**config.mk**
```make
export PLATFORM = sky130hd
export DESIGN_NAME = gtp_blk_arb
export DESIGN_NICKNAME = d
export VERILOG_FILES = /design/src/rtl/gtp_blk_arb.sv
export SDC_FILE = /design/constraint.sdc
export NUM_CORES = 1
export LEC_CHECK = 0
export ABC_AREA = 0
export CAP_MARGIN = 20
export CORE_MARGIN = 1
export CORE_UTILIZATION = 49
export CTS_BUF_LIST = sky130_fd_sc_hd__clkbuf_4 sky130_fd_sc_hd__clkbuf_8
export CTS_CLUSTER_DIAMETER = 40
export DETAILED_ROUTE_END_ITERATION = 6
export HOLD_SLACK_MARGIN = 0.03
export PLACE_DENSITY = 0.89
export SLEW_MARGIN = 0
export SYNTH_ARGS = -nofsm -noshare
export SYNTH_HDL_FRONTEND = slang
export SYNTH_SLANG_ARGS = --single-unit
```
**constraint.sdc**
```tcl
create_clock -name gtp_clk -period 4.9 [get_ports gtp_clk]
set_clock_uncertainty 0.1 [all_clocks]
set_input_delay 0.735 -clock gtp_clk [delete_from_list [all_inputs] [get_ports gtp_clk]]
set_output_delay 0.735 -clock gtp_clk [all_outputs]
set_load 0.05 [all_outputs]
```
**src/rtl/gtp_blk_arb.sv**
```systemverilog
// Round-robin block arbiter: grants one source FIFO at a time and moves one complete
// block (CW dword + body) into a single 32-bit sink. Optional CW sanity check: GTP_ARB_CWCHECK_EN.
module gtp_blk_arb #(
  parameter int NSRC = 4,
  parameter int SRCW = 2
) (
  input  logic              gtp_clk,
  input  logic              rst,
  output logic [NSRC-1:0]   give,
  input  logic [NSRC-1:0]   have,
  input  logic [31:0]       data,
  input  logic              out_full,
  output logic              out_wr,
  output logic [31:0]       out_data,
  output logic [SRCW-1:0]   out_src,
  output logic              out_sob,
  output logic              out_eob,
  output logic              err_brk,
`ifdef GTP_ARB_CWCHECK_EN
  output logic              err_cw,
`endif
  output logic              busy
);

  typedef enum logic {POLL, BODY} state_t;

  state_t          state, state_nxt;
  logic [SRCW-1:0] ptr, ptr_nxt, src_nxt, sel;
  logic [7:0]      remaining, rem_nxt;
  logic            wr_nxt, sob_nxt, eob_nxt, brk_nxt;
`ifdef GTP_ARB_CWCHECK_EN
  logic            cw_nxt;
`endif

  function automatic logic [SRCW-1:0] next_idx(input logic [SRCW-1:0] idx);
    return (idx == SRCW'(NSRC - 1)) ? '0 : idx + SRCW'(1);
  endfunction

  // NOTE: every output of this block gets a default before any branch, so no path
  // leaves a signal unassigned and no latch is inferred.
  always_comb begin
    state_nxt = state;
    ptr_nxt   = ptr;
    src_nxt   = out_src;
    rem_nxt   = remaining;
    wr_nxt    = 1'b0;
    sob_nxt   = 1'b0;
    eob_nxt   = 1'b0;
    brk_nxt   = 1'b0;
`ifdef GTP_ARB_CWCHECK_EN
    cw_nxt    = 1'b0;
`endif
    sel  = (state == BODY) ? out_src : ptr;
    give = '0;
    // A single select index keeps give one-hot, so the shared bus never sees two drivers.
    if (!rst && !out_full) give[sel] = 1'b1;

    case (state)
      POLL: begin
        if (!out_full) begin
          if (have[ptr]) begin
`ifdef GTP_ARB_CWCHECK_EN
            if (!data[15]) begin
              cw_nxt  = 1'b1;
              ptr_nxt = next_idx(ptr);
            end else
`endif
            begin
              wr_nxt  = 1'b1;
              sob_nxt = 1'b1;
              src_nxt = ptr;
              rem_nxt = data[8:1];
              if (data[8:1] == 8'd0) begin
                eob_nxt = 1'b1;
                ptr_nxt = next_idx(ptr);
              end else begin
                state_nxt = BODY;
              end
            end
          end else begin
            ptr_nxt = next_idx(ptr);
          end
        end
      end
      BODY: begin
        if (!out_full) begin
          if (have[out_src]) begin
            wr_nxt  = 1'b1;
            rem_nxt = remaining - 8'd1;
            if (remaining == 8'd1) begin
              eob_nxt   = 1'b1;
              ptr_nxt   = next_idx(out_src);
              state_nxt = POLL;
            end
          end else begin
            // Source ran dry mid-block: drop the rest and move on without an eob.
            brk_nxt   = 1'b1;
            ptr_nxt   = next_idx(out_src);
            state_nxt = POLL;
          end
        end
      end
      default: state_nxt = POLL;
    endcase
  end

  // NOTE: sequential state uses non-blocking assignments so every register samples
  // the pre-edge values computed above.
  always_ff @(posedge gtp_clk) begin
    if (rst) begin
      state     <= POLL;
      ptr       <= '0;
      remaining <= '0;
      out_wr    <= 1'b0;
      out_sob   <= 1'b0;
      out_eob   <= 1'b0;
      out_data  <= '0;
      out_src   <= '0;
      err_brk   <= 1'b0;
`ifdef GTP_ARB_CWCHECK_EN
      err_cw    <= 1'b0;
`endif
    end else begin
      state     <= state_nxt;
      ptr       <= ptr_nxt;
      remaining <= rem_nxt;
      out_wr    <= wr_nxt;
      out_sob   <= sob_nxt;
      out_eob   <= eob_nxt;
      out_src   <= src_nxt;
      err_brk   <= brk_nxt;
`ifdef GTP_ARB_CWCHECK_EN
      err_cw    <= cw_nxt;
`endif
      if (wr_nxt) out_data <= data;
    end
  end

  assign busy = (state == BODY);

endmodule

```
==> flow_metrics.py, run 1 <==
metrics = {
    "worst_setup_path": {
        "crit_slowest_cell": "clkdlybuf4s50_1",
        "reg2reg_from": "busy",
        "cp.arrival_ns": 2.72,
        "reg2reg_depth": 5,
        "critical_path_class": "primary input to output port",
        "cp_max_fo": 12,
        "rrSetupSlack_ns": 2.37,
        "crit_buf_inv": 2,
        "path_delay_family": "buffers and inverters",
        "critPathMaxStageDelay_ns": 0.81,
        "path_cells": "clkdlybuf4s50_1 > or2_2 > a21oi_1 > clkdlybuf4s50_1",
        "start_kind": "primary input",
        "cp.required_ns": 4.07,
        "crit_path_end_kind": "output port",
        "crit_path_frequent_cell": "clkdlybuf4s50_1",
        "worstReg2RegEnd": "out_data[13]",
    },
    "clock_network": {
        "clock_path_buffers": 2,
        "cts_hold_buf": 0,
        "tritoncts": "built",
        "cts_made_buffers": 5,
        "clk_pin_slew_worst_paths_ns": 0.08,
        "htree_levels": 2,
        "cts_resized": 0,
        "cts_root_buf": "clkbuf_8",
        "post-cts-setup-buffers": 0,
        "clock_sinks": 49,
        "clkLatencyLatePin_ns": 0.31,
    },
    "pwr": {
        "pwr-share-seq": 0.439,
        "power_frac_clock": 0.282,
        "ir_worst_vdd_mv": 0.2499,
        "sw_frac_of_total": 0.3165,
        "p_leak_nw": 1.157,
        "pwr-share-comb": 0.279,
        "powerDensity_nw_per_um2": 337.7,
        "p_switching_mw": 0.3272,
        "power.internal_mw": 0.7066,
    },
    "min_path": {
        "hold_path_end": "out_data[25]",
        "hold_path_class": "register to register",
        "holdPathStages": 1,
        "hp-start": "out_data[25]",
    },
    "grt": {
        "grt_pass1_vias": 1787,
        "grt_pass1_wl_um": 8197,
        "grt.total_usage": 0.2392,
        "overflow": 0,
        "grt_max_degree": 33,
        "grt_antenna_before_repair": 0,
    },
    "floorplanning": {
        "start_util": 0.5214,
        "die_h_um": 68.18,
        "die-area_sq_um": 4648,
        "fp-row-count": 23,
        "chipWidth_um": 68.18,
        "core_sq_um": 4115,
        "pin_count": 82,
    },
    "logic_synthesis": {
        "synth_ff_type": "dfxtp_1",
        "yosysWarnings": 0,
        "ys_seq_area_frac": 0.4571,
        "synth_nets": 259,
        "async_reset_ff_frac": 0,
        "synthDistinctLibCells": 45,
        "syn_inst": 216,
        "postSynthAreaPerCell_sq_um": 9.934,
        "synth_edf_count": 0,
        "synth.ff_latch_count": 49,
        "syn_area_sq_um": 2146,
    },
    "routing": {
        "wirelength_um": 5224,
        "vias_per_cell": 5.582,
        "drc_errors": 0,
        "wl_per_cell_um": 15.27,
        "drt_iter0_drc": 103,
        "first_pass_iters": 5,
        "antenna_left": 0,
        "num_vias": 1909,
    },
    "sta": {
        "tns_ns": 0,
        "hold_viol_final": 0,
        "period_minus_slack_ns": 3.559,
        "setup_violations": 0,
        "fmax_mhz": 281.0,
        "worstMarginPinSlew_ns": 0.7457,
        "finalMaxSlewViolations": 0,
        "max-slew-margin-rel": 0.5029,
        "whs_ns": 0.3815,
        "rsz0062_at_grt": "false",
        "layout_worst_path_cycle_share": 0.7263,
    },
    "placement": {
        "dp_cells": 333,
        "port_buffers": 81,
        "place_area_sq_um": 2932,
        "gp_congestion": 0.8411,
        "hpwlAfterDp_um": 3700,
    },
    "cells_and_area": {
        "final_cell_mix": "81 x clkdlybuf4s50_1, 49 x dfxtp_1, 26 x a22o_1",
        "layoutNonFillerInstCount": 342,
        "nNetsFinal": 334,
        "design_area_sq_um": 3062,
        "antenna_cells": 0,
        "drive_gt1_frac": 0.05822,
        "layout_commonest_cell": "clkdlybuf4s50_1",
        "syn2layout_area_growth_pct": 42.68,
    },
    "run_status": {
        "status": "finished clean",
    },
    "flow_run": {
        "cap_viol_max_count": 0,
    },
}
[state kept, by name, indices dropped and copies added, names as in the netlist]
name and flops:
out_data 32, ptr 2, out_src 2, out_eob 1
busy 1, remaining 8, out_sob 1, err_brk 1
out_wr 1
[worst max path at each step]
stage	start	end	slack, ns	depth (start not counted)
5_1_grt	out_full	give[3]	1.27	4
6_report	out_full	give[3]	1.34	4
3_5_place_dp	out_full	give[3]	1.35	4
3_3_place_gp	out_full	give[3]	1.38	4
4_1_cts	out_full	give[3]	1.35	4
2_1_floorplan	busy	give[3]	1.92	4
[stage by stage]
| step | utilization | setup slack, ns | total power, mW |
|---|---|---|---|
| final | 0.7440 | 1.341 | 1.034 |
| after global routing | 0.7440 | 1.266 | 1.082 |
| after CTS | 0.7403 | 1.352 | 1.037 |
| after detailed placement | 0.7124 | 1.346 | 0.7474 |
| after global placement | 0.7124 | 1.384 | 0.7409 |
| after floorplan | - | 1.917 | 0.6504 |
[power by group through the flow]
stage                     Sequential [mW]  Combinational (mW)  Clock [mW]
after detailed placement            0.465               0.283           0
after floorplan                     0.528               0.122           0
after global placement              0.464               0.277           0
after CTS                           0.456               0.285       0.295
final                               0.454               0.288       0.292
after global routing                0.458               0.308       0.316
[logic make-up after synthesis]
group | share of synthesized area
multiplexers | 0.09329
AO/OA/AOI/OAI | 0.2239
buffers and inverters | 0.05773
flip-flops | 0.4571
adder cells (fa/ha/maj) | 0.02332
AND/OR/NAND/NOR | 0.1446
[synthesized netlist by cell type, types with 2 or more instances]
| master | number | area, sq um |
|---|---|---|
| nand3_1 | 3 | 15.01 |
| mux2i_1 | 20 | 200.2 |
| dfxtp_1 | 49 | 980.9 |
| buf_2 | 4 | 20.02 |
| buf_1 | 3 | 11.26 |
| buf_6 | 4 | 45.04 |
| a31oi_1 | 4 | 25.02 |
| o32ai_1 | 3 | 26.28 |
| inv_1 | 6 | 22.52 |
| nor2_1 | 20 | 75.07 |
| a21o_1 | 2 | 15.01 |
| or4_1 | 2 | 15.01 |
| o22ai_1 | 2 | 12.51 |
| nor3_1 | 6 | 30.03 |
| nand2_1 | 3 | 11.26 |
| clkbuf_1 | 3 | 11.26 |
| nor2b_1 | 6 | 37.54 |
| ha_1 | 4 | 50.05 |
| o21ai_0 | 6 | 30.03 |
| and3_1 | 2 | 12.51 |
| nor3b_1 | 2 | 15.01 |
| nand2b_1 | 3 | 18.77 |
| a22o_1 | 26 | 227.7 |
| nor4_1 | 3 | 18.77 |
| a21oi_1 | 8 | 40.04 |
| o31ai_1 | 3 | 22.52 |
[per-layer routing]
metal / up-vias / track usage / part of all wire
met5: - / 0 / 0
met4: 0 / 0.08594 / 0.015
met3: 9 / 0.07167 / 0.051
met2: 52 / 0.3897 / 0.50
met1: 902 / 0.2964 / 0.44
li1: 946 / - / -
[layout make-up]
class,instances,area (sq um)
Clock buffer,6,76.32
Clock inverter,2,38.79
Fill cell,312,1054
Inverter,7,28.78
Multi-Input combinational cell,145,1041
Sequential cell,49,980.9
Tap cell,50,62.56
Timing Repair Buffer,83,833.3
Note: power is estimated with default switching activity, not from simulation.
==> run 2, diff against run 1 <==
- CORE_UTILIZATION: 49 -> 41
- PLACE_DENSITY: 0.89 -> 0.79
- clock period: 4.9 -> 3.25 ns (I/O delays scaled with it)
==> flow_metrics.py, run 2 (same netlist as run 1, synthesis figures left out) <==
metrics = {
    "routing": {
        "vias_per_cell": 5.297,
        "wirelength_um": 5321,
        "drc_errors": 0,
        "num_vias": 1907,
        "drt_iter0_drc": 74,
        "antenna_left": 0,
        "wl_per_cell_um": 14.78,
        "first_pass_iters": 4,
    },
    "cells_and_area": {
        "layout_commonest_cell": "clkdlybuf4s50_1",
        "nNetsFinal": 335,
        "design_area_sq_um": 3099,
        "largest_register_ffs": 32,
        "largest_register": "out_data",
        "largestRegisters": "out_data x32, remaining x8",
        "drive_gt1_frac": 0.07509,
        "antenna_cells": 0,
        "final_cell_mix": "77 x clkdlybuf4s50_1, 49 x dfxtp_1, 26 x a22o_1",
        "final_core_util": 0.6351,
        "layoutNonFillerInstCount": 360,
        "syn2layout_area_growth_pct": 44.43,
        "fillers": 422,
    },
    "floorplanning": {
        "die-area_sq_um": 5527,
        "pin_count": 82,
        "chipWidth_um": 74.35,
        "die_h_um": 74.35,
        "core_sq_um": 4880,
        "fp-row-count": 25,
        "start_util": 0.4397,
    },
    "pwr": {
        "ir_worst_vdd_mv": 0.2226,
        "powerDensity_nw_per_um2": 480.5,
        "p_leak_nw": 1.166,
    },
    "worst_setup_path": {
        "cp.arrival_ns": 1.94,
        "cp.required_ns": 2.66,
        "crit_path_end_kind": "output port",
        "start_kind": "primary input",
        "critical_path_class": "primary input to output port",
        "cp_max_fo": 12,
    },
    "sta": {
        "tns_ns": 0,
        "fmax_mhz": 394.9,
        "rsz0062_at_grt": "false",
        "hold_viol_final": 0,
        "worstMarginPinSlew_ns": 0.6374,
        "max-slew-margin-rel": 0.5741,
        "setup_violations": 0,
        "layout_worst_path_cycle_share": 0.7791,
        "period_minus_slack_ns": 2.532,
        "worst_slack_ns": 0.7179,
        "finalMaxSlewViolations": 0,
    },
    "clock_network": {
        "clkLatencyLatePin_ns": 0.30,
        "cts_hold_buf": 0,
        "clock_path_buffers": 2,
        "clock_sinks": 49,
        "cts_resized": 0,
        "tritoncts": "built",
        "cts_made_buffers": 5,
        "htree_levels": 2,
        "post-cts-setup-buffers": 0,
        "clk_pin_slew_worst_paths_ns": 0.08,
        "cts_root_buf": "clkbuf_8",
    },
    "grt": {
        "grt.total_usage": 0.2086,
        "grt_pass1_wl_um": 8700,
        "grt_antenna_before_repair": 0,
        "grt_max_degree": 29,
        "overflow": 0,
        "grt_pass1_vias": 1890,
    },
    "placement": {
        "dp_cells": 352,
        "place_area_sq_um": 3008,
        "port_buffers": 81,
        "hpwlAfterDp_um": 3855,
        "pre_cts_slack_ns": 0.7277,
        "gp_congestion": 0.8298,
    },
    "min_path": {
        "hold_path_class": "register to register",
    },
    "flow_run": {
        "cap_viol_max_count": 0,
    },
    "run_status": {
        "status": "finished clean",
    },
}
[run 2: cell types whose count changed in the layout (fill, tap and decap cells not counted)]
cell and delta:
buf_12 +4, buf_8 -1, clkinv_4 -1, clkdlybuf4s50_1 -4, clkbuf_4 +1, buf_4 +2, bufinv_16 -1, clkinvlp_4 +1
[run 2: cell type report]
type / instances / area [sq um] / area share
multi-input combinational: 145 / 1041 / 0.3359
inverter: 7 / 28.78 / 0.009285
clock buffer: 7 / 83.83 / 0.02705
timing repair buffer: 84 / 873.3 / 0.2818
tap: 67 / 83.83 / 0.02705
sequential: 49 / 980.9 / 0.3165
clock inverter: 1 / 7.507 / 0.002422
[run 2: worst paths after layout]
path                             startpoint            to  slack, ns  cells after the start
worst min register to register  out_data[7]   out_data[7]       0.38                      1
worst max register to register       ptr[0]  out_data[11]       1.08                      5
worst max-delay path               out_full       give[3]       0.72                      4
worst min-delay path            out_data[7]   out_data[7]       0.38                      1
[run 2: power breakdown]
part / switching [mW] / internal (mW)
sequential: 0.0350 / 0.645
combinational: 0.257 / 0.184
clock: 0.199 / 0.169
[run 2: critical path, stage by stage]
cell and delay (ns):
clkdlybuf4s50_1 0.60, or2_2 0.44, a21oi_1 0.24, buf_12 0.18
[run 2: through the flow]
stage / hold WS, ns / power (mW)
2_1_floorplan: 0.3664 / 0.9806
3_3_place_gp: 0.3560 / 1.126
3_5_place_dp: 0.3544 / 1.134
4_1_cts: 0.3818 / 1.508
5_1_grt: 0.4022 / 1.569
6_report: 0.3782 / 1.489
[run 2: routing by layer]
layer | part of all wire | up-vias | GRT usage
met5 | 0 | - | 0
met4 | 0.019 | 0 | 0.09224
li1 | - | 949 | -
met1 | 0.46 | 874 | 0.2576
met2 | 0.46 | 75 | 0.3364
met3 | 0.063 | 9 | 0.06369
==> run 3, diff against run 2 <==
- CORE_UTILIZATION: 41 -> 45
- PLACE_DENSITY: 0.79 -> 0.83
- clock period: 3.25 -> 2.6 ns (I/O delays scaled with it)
==> flow_metrics.py, run 3 (same netlist as run 1, synthesis figures left out) <==
metrics = {
    "run_status": {
        "status": "finished, violations left",
        "violations": "design-rule violations",
    },
    "routing": {
        "first_pass_iters": 6,
        "num_vias": 1894,
        "wl_per_cell_um": 14.57,
        "wirelength_um": 5042,
        "drc_errors": 4,
        "antenna_left": 0,
        "drt_iter0_drc": 99,
        "vias_per_cell": 5.474,
    },
    "clock_network": {
        "cts_root_buf": "clkbuf_8",
        "clkLatencyLatePin_ns": 0.30,
        "clock_sinks": 49,
        "cts_hold_buf": 0,
        "clock_path_buffers": 2,
        "clk_pin_slew_worst_paths_ns": 0.09,
        "tritoncts": "built",
        "cts_made_buffers": 5,
        "cts_resized": 0,
        "htree_levels": 2,
        "post-cts-setup-buffers": 0,
    },
    "worst_setup_path": {
        "start_kind": "register",
        "crit_slowest_cell": "clkdlybuf4s50_1",
        "cp_max_fo": 9,
        "cp.arrival_ns": 1.70,
        "startpoint": "out_src[0]",
        "critPathMaxStageDelay_ns": 0.87,
        "path_delay_family": "buffers and inverters",
        "reg2reg_from": "ptr[0]",
        "critical_path_class": "register to output port",
        "cp.required_ns": 2.11,
        "crit_path_end_kind": "output port",
        "path_cells": "clkdlybuf4s50_1",
        "crit_buf_inv": 1,
    },
    "cells_and_area": {
        "largest_register": "out_data",
        "layout_commonest_cell": "clkdlybuf4s50_1",
        "largestRegisters": "out_data x32, remaining x8",
        "antenna_cells": 0,
        "largest_register_ffs": 32,
        "nNetsFinal": 336,
        "syn2layout_area_growth_pct": 45.95,
        "design_area_sq_um": 3132,
        "final_cell_mix": "76 x clkdlybuf4s50_1, 49 x dfxtp_1, 26 x a22o_1",
        "drive_gt1_frac": 0.08503,
    },
    "grt": {
        "grt_pass1_wl_um": 8514,
        "grt_antenna_before_repair": 0,
        "grt.total_usage": 0.2120,
        "overflow": 0,
        "grt_pass1_vias": 1880,
        "grt_max_degree": 29,
    },
    "sta": {
        "finalMaxSlewViolations": 0,
        "fmax_mhz": 457.5,
        "worstMarginPinSlew_ns": 0.6210,
        "period_minus_slack_ns": 2.186,
        "layout_worst_path_cycle_share": 0.8407,
        "setup_violations": 0,
        "hold_viol_final": 0,
        "max-slew-margin-rel": 0.5850,
        "tns_ns": 0,
        "rsz0062_at_grt": "false",
    },
    "flow_run": {
        "cap_viol_max_count": 0,
    },
    "floorplanning": {
        "chipWidth_um": 71.06,
        "start_util": 0.4796,
        "fp-row-count": 24,
        "core_sq_um": 4474,
        "die-area_sq_um": 5049,
        "die_h_um": 71.06,
        "pin_count": 82,
    },
    "min_path": {
        "hp-start": "out_data[8]",
        "hold_path_class": "register to register",
    },
    "placement": {
        "hpwlAfterDp_um": 3591,
        "gp_congestion": 0.8930,
        "port_buffers": 81,
        "place_area_sq_um": 2998,
    },
    "pwr": {
        "powerDensity_nw_per_um2": 647.2,
        "ir_worst_vdd_mv": 0.5017,
        "p_leak_nw": 1.195,
    },
}
run 3: layout make-up:
cell class                 instances  area (sq um)
clock buffer                       5         68.82
clock inverter                     3         65.06
tap                               52         65.06
multi-input combinational        145          1045
fill                             351          1343
inverter                           7         28.78
timing repair buffer              85         878.3
sequential                        49         980.9
run 3: worst paths after layout:
path | end | slack [ns] | cells past startpoint
max | out_src[0] | 0.41 | 1
min reg2reg | out_data[8] | 0.38 | 1
min | out_data[8] | 0.38 | 1
max reg2reg | out_data[14] | 0.43 | 5
run 3: metal layers:
metal,GRT usage,wire length [um],part of all wire
met5,0,0,0
met4,0.04444,43,0.0085
met3,0.07550,389,0.077
met2,0.3462,2305,0.46
met1,0.2714,2304,0.46
run 3: metrics by stage:
step	worst slack (ns)	cells	hold slack [ns]	utilization	power, mW
4_1_cts	0.3958	346	0.3822	0.6999	2.042
3_5_place_dp	0.2009	338	0.3581	0.6700	1.414
6_report	0.4143	346	0.3816	0.6999	2.027
2_1_floorplan	0.06932	216	0.3664	-	1.226
3_3_place_gp	0.2525	338	0.3558	0.6700	1.406
5_1_grt	0.2276	346	0.4009	0.6999	2.127
run 3: power by group:
part           total (mW)  internal (mW)  leakage, nW  switching, mW
clock network       0.627          0.382       0.0681          0.245
registers           0.850          0.806        0.400         0.0443
logic               0.550          0.231        0.726          0.319
